File: src/rtl/if_pkg.sv
// Shared types and constants for the instruction prefetcher.
package if_pkg;

    typedef enum logic [1:0] {
        IDLE    = 2'd0,
        WAIT    = 2'd1,
        DISCARD = 2'd2
    } if_state_e;

    localparam int          IF_DEPTH_DEFAULT = 4;
    localparam logic [31:0] FETCH_INC        = 32'd4;

    typedef struct packed {
        logic [31:0] pc;
        logic [31:0] word;
    } fetch_ent_t;

    function automatic logic [31:0] align_pc(input logic [31:0] pc);
        return {pc[31:2], 2'b00};
    endfunction

endpackage

File: src/rtl/if_fifo.sv
// Shift-style prefetch queue with flush; head sits in entry 0 and is zero when empty.
// Push is visible at the head one cycle later; push is ignored when full without a pop.
module if_fifo #(
    parameter int DEPTH = 4,
    parameter int W     = 64,
    parameter int CW    = $clog2(DEPTH + 1)
) (
    input  logic          clk,
    input  logic          reset,
    input  logic          flush,
    input  logic          push,
    input  logic [W-1:0]  din,
    input  logic          pop,
    output logic          head_valid,
    output logic [W-1:0]  head,
    output logic [CW-1:0] count
);
    logic [W-1:0]  ent   [DEPTH];
    logic [W-1:0]  ent_n [DEPTH];
    logic [CW-1:0] cnt_mid;
    logic [CW-1:0] cnt_n;

    // Vacated slots are cleared so the head reads zero whenever the queue is empty.
    always_comb begin
        ent_n   = ent;
        cnt_mid = count;
        if (pop && count != '0) begin
            for (int i = 0; i < DEPTH - 1; i++) ent_n[i] = ent[i+1];
            ent_n[DEPTH-1] = '0;
            cnt_mid = count - CW'(1);
        end
        cnt_n = cnt_mid;
        if (push && cnt_mid != CW'(DEPTH)) begin
            for (int i = 0; i < DEPTH; i++) begin
                if (CW'(i) == cnt_mid) ent_n[i] = din;
            end
            cnt_n = cnt_mid + CW'(1);
        end
    end

    always_ff @(posedge clk or posedge reset) begin
        if (reset) begin
            count <= '0;
            for (int i = 0; i < DEPTH; i++) ent[i] <= '0;
        end else if (flush) begin
            count <= '0;
            for (int i = 0; i < DEPTH; i++) ent[i] <= '0;
        end else begin
            count <= cnt_n;
            for (int i = 0; i < DEPTH; i++) ent[i] <= ent_n[i];
        end
    end

    assign head_valid = (count != '0);
    assign head       = ent[0];

endmodule

File: src/rtl/if_prefetch.sv
// Instruction prefetcher: one outstanding fetch, 2-cycle min issue-to-visible, stalls issue while queue full.
// Define IF_PREFETCH_DROP_CNT_EN to add the saturating drop_cnt output.
module if_prefetch
    import if_pkg::*;
#(
    parameter int          DEPTH    = IF_DEPTH_DEFAULT,
    parameter logic [31:0] RESET_PC = 32'h0000_0000
) (
    input  logic        clk,
    input  logic        reset,
    output logic        mem_req,
    output logic [31:0] mem_addr,
    input  logic        mem_ack,
    input  logic [31:0] mem_rdata,
    input  logic        redirect_valid,
    input  logic [31:0] redirect_pc,
    output logic        inst_valid,
    output logic [31:0] inst_data,
    output logic [31:0] inst_pc,
`ifdef IF_PREFETCH_DROP_CNT_EN
    output logic [15:0] drop_cnt,
`endif
    input  logic        inst_ready
);
    localparam int CW = $clog2(DEPTH + 1);

    if_state_e     state;
    logic [31:0]   fetch_pc;
    logic [CW-1:0] count;
    logic          pop;
    logic          push;
    logic          space;
    logic          head_valid;
    fetch_ent_t    push_ent;
    fetch_ent_t    head_ent;

    assign push_ent = '{pc: fetch_pc, word: mem_rdata};
    assign pop      = head_valid && inst_ready;
    assign push     = (state == WAIT) && mem_ack && !redirect_valid;
    // A pop this cycle frees a slot, so a full queue can refill without an idle cycle.
    assign space    = (count != CW'(DEPTH)) || pop;

    if_fifo #(
        .DEPTH (DEPTH),
        .W     (64),
        .CW    (CW)
    ) u_fifo (
        .clk        (clk),
        .reset      (reset),
        .flush      (redirect_valid),
        .push       (push),
        .din        (push_ent),
        .pop        (pop),
        .head_valid (head_valid),
        .head       (head_ent),
        .count      (count)
    );

    assign inst_valid = head_valid;
    assign inst_pc    = head_ent.pc;
    assign inst_data  = head_ent.word;

    always_ff @(posedge clk or posedge reset) begin
        if (reset) begin
            state    <= IDLE;
            fetch_pc <= RESET_PC;
            mem_req  <= 1'b0;
            mem_addr <= RESET_PC;
        end else begin
            case (state)
                IDLE: begin
                    if (redirect_valid) begin
                        fetch_pc <= align_pc(redirect_pc);
                    end else if (space) begin
                        mem_req  <= 1'b1;
                        mem_addr <= fetch_pc;
                        state    <= WAIT;
                    end
                end
                WAIT: begin
                    if (redirect_valid) begin
                        fetch_pc <= align_pc(redirect_pc);
                        if (mem_ack) begin
                            mem_req <= 1'b0;
                            state   <= IDLE;
                        end else begin
                            state   <= DISCARD;
                        end
                    end else if (mem_ack) begin
                        mem_req  <= 1'b0;
                        fetch_pc <= fetch_pc + FETCH_INC;
                        state    <= IDLE;
                    end
                end
                DISCARD: begin
                    if (redirect_valid) fetch_pc <= align_pc(redirect_pc);
                    if (mem_ack) begin
                        mem_req <= 1'b0;
                        state   <= IDLE;
                    end
                end
                default: begin
                    mem_req <= 1'b0;
                    state   <= IDLE;
                end
            endcase
        end
    end

`ifdef IF_PREFETCH_DROP_CNT_EN
    logic drop;
    assign drop = mem_ack && (((state == WAIT) && redirect_valid) || (state == DISCARD));

    always_ff @(posedge clk or posedge reset) begin
        if (reset) begin
            drop_cnt <= '0;
        end else if (drop && drop_cnt != 16'hFFFF) begin
            drop_cnt <= drop_cnt + 16'd1;
        end
    end
`endif

endmodule
File: config.mk
export PLATFORM = sky130hd
export DESIGN_NAME = if_prefetch
export DESIGN_NICKNAME = d
export VERILOG_FILES = /design/src/rtl/if_pkg.sv /design/src/rtl/if_fifo.sv /design/src/rtl/if_prefetch.sv
export SDC_FILE = /design/constraint.sdc
export NUM_CORES = 1
export LEC_CHECK = 0
export BUFFER_PORTS_ARGS = -buffer_cell sky130_fd_sc_hd__clkbuf_2
export CORE_ASPECT_RATIO = 1.5
export CORE_MARGIN = 3
export CORE_UTILIZATION = 40
export CTS_CLUSTER_SIZE = 24
export DETAILED_ROUTE_END_ITERATION = 8
export SLEW_MARGIN = 25
export SYNTH_ARGS = -nofsm -noshare
export SYNTH_HDL_FRONTEND = slang
export SYNTH_SLANG_ARGS = --single-unit
File: constraint.sdc
create_clock -name clk -period 10.3 [get_ports clk]
set_input_delay 1.545 -clock clk [delete_from_list [all_inputs] [get_ports clk]]
set_output_delay 1.545 -clock clk [all_outputs]
set_load 0.1 [all_outputs]
======== Yosys cells after proc, flatten, opt, wreduce, memory -nomap -nowiden ========
Index checks and enable logic that the tools add are counted.
cells by class
  add/sub/neg operators ................... 3
  equal/unequal tests ..................... 12
  mux-type cells .......................... 24
  bitwise gates (word level) .............. 1
  reductions and logical operators ........ 17
operators with widths
  operator                                                number
  2-to-1 mux 256 bit                                      3
  2-to-1 mux 64 bit                                       4
  2-to-1 mux 32 bit                                       3
  case mux 32 bit (2 select lines)                        1
  adder 32 x 3 -> 32 bit (second input constant)          1
  2-to-1 mux 2 bit                                        5
  2-to-1 mux 3 bit                                        3
  inequality test 3 bit (second input constant)           3
  AND reduction 3 bit                                     3
  equality test 2 x 3 -> 1 bit (first input constant)     2
  case mux 2 bit (3 select lines)                         1
  logical AND 1 bit                                       5
  inequality test 2 x 1 -> 1 bit (second input constant)  2
  inequality test 2 bit (second input constant)           2
  OR reduction 2 bit                                      2
  adder 3 x 1 -> 3 bit (second input constant)            1
  equality test 1 x 3 -> 1 bit (first input constant)     1
  zero test 3 bit                                         1
  2-to-1 mux 1 bit                                        3
  nonzero test 3 bit                                      1
  subtractor 3 x 1 -> 3 bit (second input constant)       1
  equality test 2 x 1 -> 1 bit (second input constant)    1
  equality test 2 bit (second input constant)             1
  zero test 2 bit                                         1
  other kinds (6)                                         6
storage, ports and cells
  register bits ........................... 326
  output and inout port bits .............. 98
  logic and storage cells ................. 66

======== Logic depth before layout (Yosys ltp) ========
  depth in word-level cells ............... 8
  depth in mapped cells ................... 11
  depth with buffers taken out ............ 9

======== Cells and area by module ========
Synthesis repeated with hierarchy kept, for this count alone.
unflattened totals
  cell total of the unflattened synthesis .. 1599
  area total of the unflattened synthesis .. 16584.7 um^2
by module, submodules not included
  module       instances  cells an instance  area each (um^2)
  if_fifo      1          1265               13173.9
  if_prefetch  1          334                3410.8

======== Worst setup path before layout ========
Ideal clock, no wire load.
  kind .................................... input to register
  from .................................... input inst_ready
  to ...................................... register u_fifo.ent[43] (netlist name)
  library setup time ...................... 0.128 ns
  arrival ................................. 3.099 ns
  data required time ...................... 10.172 ns
  path slack .............................. 7.073 ns
  stages on the path ...................... 8
  cells stage by stage .................... buf_2 > nand2_1 > mux2i_4 > ha_1 > o211a_1 > buf_2 > buf_6 > mux2_1
on the way
  longest elaborated chain between the ends .. 7
ends and longest elaborated chain
  what                                                                   line                          text
  start, declared                                                        if_prefetch.sv:23             input logic inst_ready
  logical AND 1 bit (*)                                                  if_prefetch.sv:38             assign pop = head_valid && inst_ready;
  logical AND 1 bit (*)                                                  if_fifo.sv:27                 if (pop && count != '0) begin
  2-to-1 mux 3 bit                                                       if_fifo.sv:27
  equality test 2 x 3 -> 1 bit or inequality test 3 bit (tied branches)  if_fifo.sv:35, if_fifo.sv:33
  2-to-1 mux 64 bit or logical AND 1 bit (tied branches)                 if_fifo.sv:35, if_fifo.sv:33
  2-to-1 mux 256 bit (*)                                                 if_fifo.sv:33                 if (push && cnt_mid != CW'(DEPTH)) begin
  2-to-1 mux 256 bit (*)                                                 if_fifo.sv:45                 end else if (flush) begin
  end, declared                                                          if_fifo.sv:18                 logic [W-1:0] ent [DEPTH];
Mark *: on every way between the ends. The rest lies on a longest branch, timed or not.
A chain may end at the register's enable or synchronous reset.

======== Worst setup path in the final report ========
  from .................................... register u_fifo.count[0]
  to ...................................... output inst_valid
on the way
  longest elaborated chain between the ends .. 1
ends and longest elaborated chain
  what                    line               text
  start, declared         if_fifo.sv:16      output logic [CW-1:0] count
  start signal, assigned  if_fifo.sv:49      count <= cnt_n;
  nonzero test 3 bit      if_fifo.sv:54      assign head_valid = (count != '0);
  end, declared           if_prefetch.sv:17  output logic inst_valid,
No other way between the ends.

==> results by group <==
Run status
  • Status: finished clean

CTS
  • # hold bufs at CTS: 0
  • CTS Buffer Depth: 3
  • CTS buffer count: 35
  • Total number of H-tree levels: 2
  • CTS tree: done
  • Post-CTS Repair Setup Buffers: 0
  • Clock Tree Root: clkbuf_16
  • CTS clk-pin slew, worst paths: around 0.060 ns
  • Cts repair resizes: 0
  • # clock sinks: 322
  • Clock Latency Late Sink: 0.53 ns

Global route
  • Largest net degree at the start of global routing: between 100 and 150
  • Met2 demand-to-capacity share in global routing: a little under a third
  • Busiest grt layer: met2
  • Initial antenna violation count: 1
  • Met1 Use GR: a little over a quarter
  • GRT Util Overall: a little under a fifth
  • Vias in the first global route: 12.5k
  • Global-route wire length before repair: between 60 and 70 mm
  • Met3 Track Usage GR: 2.54%
  • Grt ovf: 0

Finish
  • Final Net Count: about 1.8k
  • Most frequent cells in the layout: nand2_1 (441), dfrtp_1 (322), nor2_1 (203), a311oi_1 (188), clkbuf_2 (161)
  • Layout cell share with drive strength beyond 1: roughly 15%
  • Most common cell after layout, fill and taps aside: nand2_1
  • Syn-to-layout area delta: 10.1%
  • Non-filler cells, final: 2268

STA
  • RSZ-0062 raised after global routing: no
  • Final Skew: 0.0192 ns
  • Final worst slack: 6.56 ns
  • Worst slew pin tran: 1.06 ns
  • Worst Hold Slack: 0.483 ns
  • Final Hold Viols: 0
  • Final setup viols: 0
  • Slew HR: approximately 30%
  • Final worst-path cycle share: 36.3%
  • Total negative slack: 0 ns
  • Fmax: 0.268 GHz
  • Final min period: 3.74 ns
  • Final Max Tran Viols: 0

Critical path
  • WP data arrival: 2.19 ns
  • Crit path kind: reg -> out
  • CP max FO: 7
  • Reg2Reg Launch Point: u_fifo.count[0]$_DFF_PP0_
  • Critical Path RT: 8.76 ns
  • R2R Path End: u_fifo.ent[31]$_DFF_PP0_
  • Critical path endpoint category: output pin
  • Reg2Reg Depth: 10
  • R2r setup slk: just under 7 ns
  • Startpoint type of the worst setup path: register

Synth
  • Ys flop type: dfrtp_1
  • Post-synthesis register bit count: 322
  • Post-synth cell types: 57
  • Mean area per synthesized cell: 9.12 sq um
  • Ys Warns: 0
  • Synth Instances: between 1.5k and 2k
  • Async set or reset register ratio after synthesis: 100%
  • EDFF count, synth: 0
  • Cell Area, Synth: 15900 sq um
  • Seq/Total Area, Yosys: approximately 50%

Die
  • Die Width: 169 microns
  • Die area: 42300 sq um
  • Starting density of the core: 41.0%
  • # rows: between 80 and 90
  • IO Count: about 170
  • Core ar.: 38900 sq um
  • DIE HEIGHT: 250 microns

Routing
  • Final ANT Viol Nets: 0
  • Drt drc: 0
  • WL final: between 40 and 50 mm
  • DR iter-0 viols: approximately 910
  • Initial DRT Pass Iterations: 5
  • DR WL/cell: 17.9 microns
  • Via density: 5.64
  • Vias: 12.8k

Hold path
  • Worst min-delay path startpoint: mem_addr[3]$_DFFE_PP0P_
  • Hold Crit Class: reg -> reg
  • Worst hold endpoint: mem_addr[3]$_DFFE_PP0P_
  • Hold Path Stages: 2

Placed design
  • Detail Placement HPWL: 24.8 mm
  • IO Port Bufs: 162
  • Dpl cells: approximately 2.2k
  • Post-place setup slack: 6.02 ns
  • Placer Congestion: 0.792

Power and ir drop
  • PwrDens: 281 nW/um^2
  • VDD IR max: around 0.22 mV
  • Leakage power: 7.79 nW

Job
  • Max-cap check violation count: 0
stage by stage:
step | power (mW) | util [%] | area [sq um]
after floorplan | 3.39 | - | 15900
after global placement | 3.72 | 42.4 | 16500
after detailed placement | 3.75 | 42.4 | 16500
after CTS | 4.99 | 45.1 | 17500
after global routing | 5.20 | 45.2 | 17600
final | 4.93 | 45.2 | 17600
cell type report:
| type | instances | area [sq um] |
|---|---|---|
| antenna | 1 | 2.50 |
| fill | 3775 | 21300 |
| clock inverter | 13 | 108 |
| tap | 495 | 619 |
| clock buffer | 48 | 975 |
| multi-input combinational | 1167 | 6650 |
| sequential | 322 | 8060 |
| inverter | 39 | 150 |
| timing repair buffer | 183 | 998 |
how the worst max path moves through the flow:
| stage | slack, ns | end | start |
|---|---|---|---|
| after floorplan | 4.46 | fetch_pc[10]$_DFFE_PP0P_ | reset |
| after global placement | 6.08 | u_fifo.ent[31]$_DFF_PP0_ | inst_ready |
| after detailed placement | 6.02 | u_fifo.ent[40]$_DFF_PP0_ | inst_ready |
| after CTS | 6.55 | inst_valid | u_fifo.count[0]$_DFF_PP0_ |
| after global routing | 6.44 | u_fifo.ent[40]$_DFF_PP0_ | inst_ready |
| final | 6.56 | inst_valid | u_fifo.count[0]$_DFF_PP0_ |
cell usage after synthesis (6+ instances only):
cell | n | area [sq um]
nand2_1 | 442 | 1660
dfrtp_1 | 322 | 8060
nor2_1 | 205 | 769
a311oi_1 | 188 | 1650
clkbuf_1 | 119 | 447
buf_4 | 66 | 495
o21ai_0 | 40 | 200
and3_1 | 39 | 244
inv_1 | 37 | 139
mux2i_1 | 37 | 370
buf_2 | 30 | 150
mux2_1 | 29 | 327
a21oi_1 | 27 | 135
nand3_1 | 24 | 120
mux2_2 | 19 | 214
o22ai_1 | 12 | 75.1
nor3_1 | 11 | 55.1
ha_1 | 9 | 113
a2bb2oi_1 | 8 | 70.1
nand4_1 | 8 | 50.1
a31oi_1 | 6 | 37.5
state kept, by name, summed over array words and instances, names as in the netlist:
signal	count
u_fifo.ent	192
mem_req	1
fetch_pc	30
mem_addr	30
state	2
u_fifo.head	64
u_fifo.count	3
logic make-up after synthesis:
| logic type | synth area share (%) |
|---|---|
| DFF | 50.5 |
| other | 0.0235 |
| adders and majority gates | 0.706 |
| buffers and inverters | 8.03 |
| AOI/OAI and AO/OA | 15.4 |
| and+or+nand+nor | 19.4 |
| xor gates and xnor gates | 0.110 |
| muxes | 5.86 |
power breakdown:
| part | leakage, nW | switching [mW] | internal (mW) |
|---|---|---|---|
| Combinational | 2.93 | 1.60 | 0.379 |
| Clock | 0.536 | 0.520 | 0.691 |
| Sequential | 4.33 | 0.247 | 1.50 |
| Total | 7.79 | 2.37 | 2.57 |
critical path: stages, from the launching register on:
cell      delay, ns
dfrtp_1        0.48
inv_2          0.14
ha_1           0.26
nor2b_4        0.17
inv_2          0.15
clkbuf_2       0.48
per-layer routing:
metal	wire length, microns	vias to the layer above
met1	18300	6354
met2	19300	358
met3	1940	55
li1	-	6019
met4	1060	0
met5	0	-
Power figures use the tool's default switching activity.
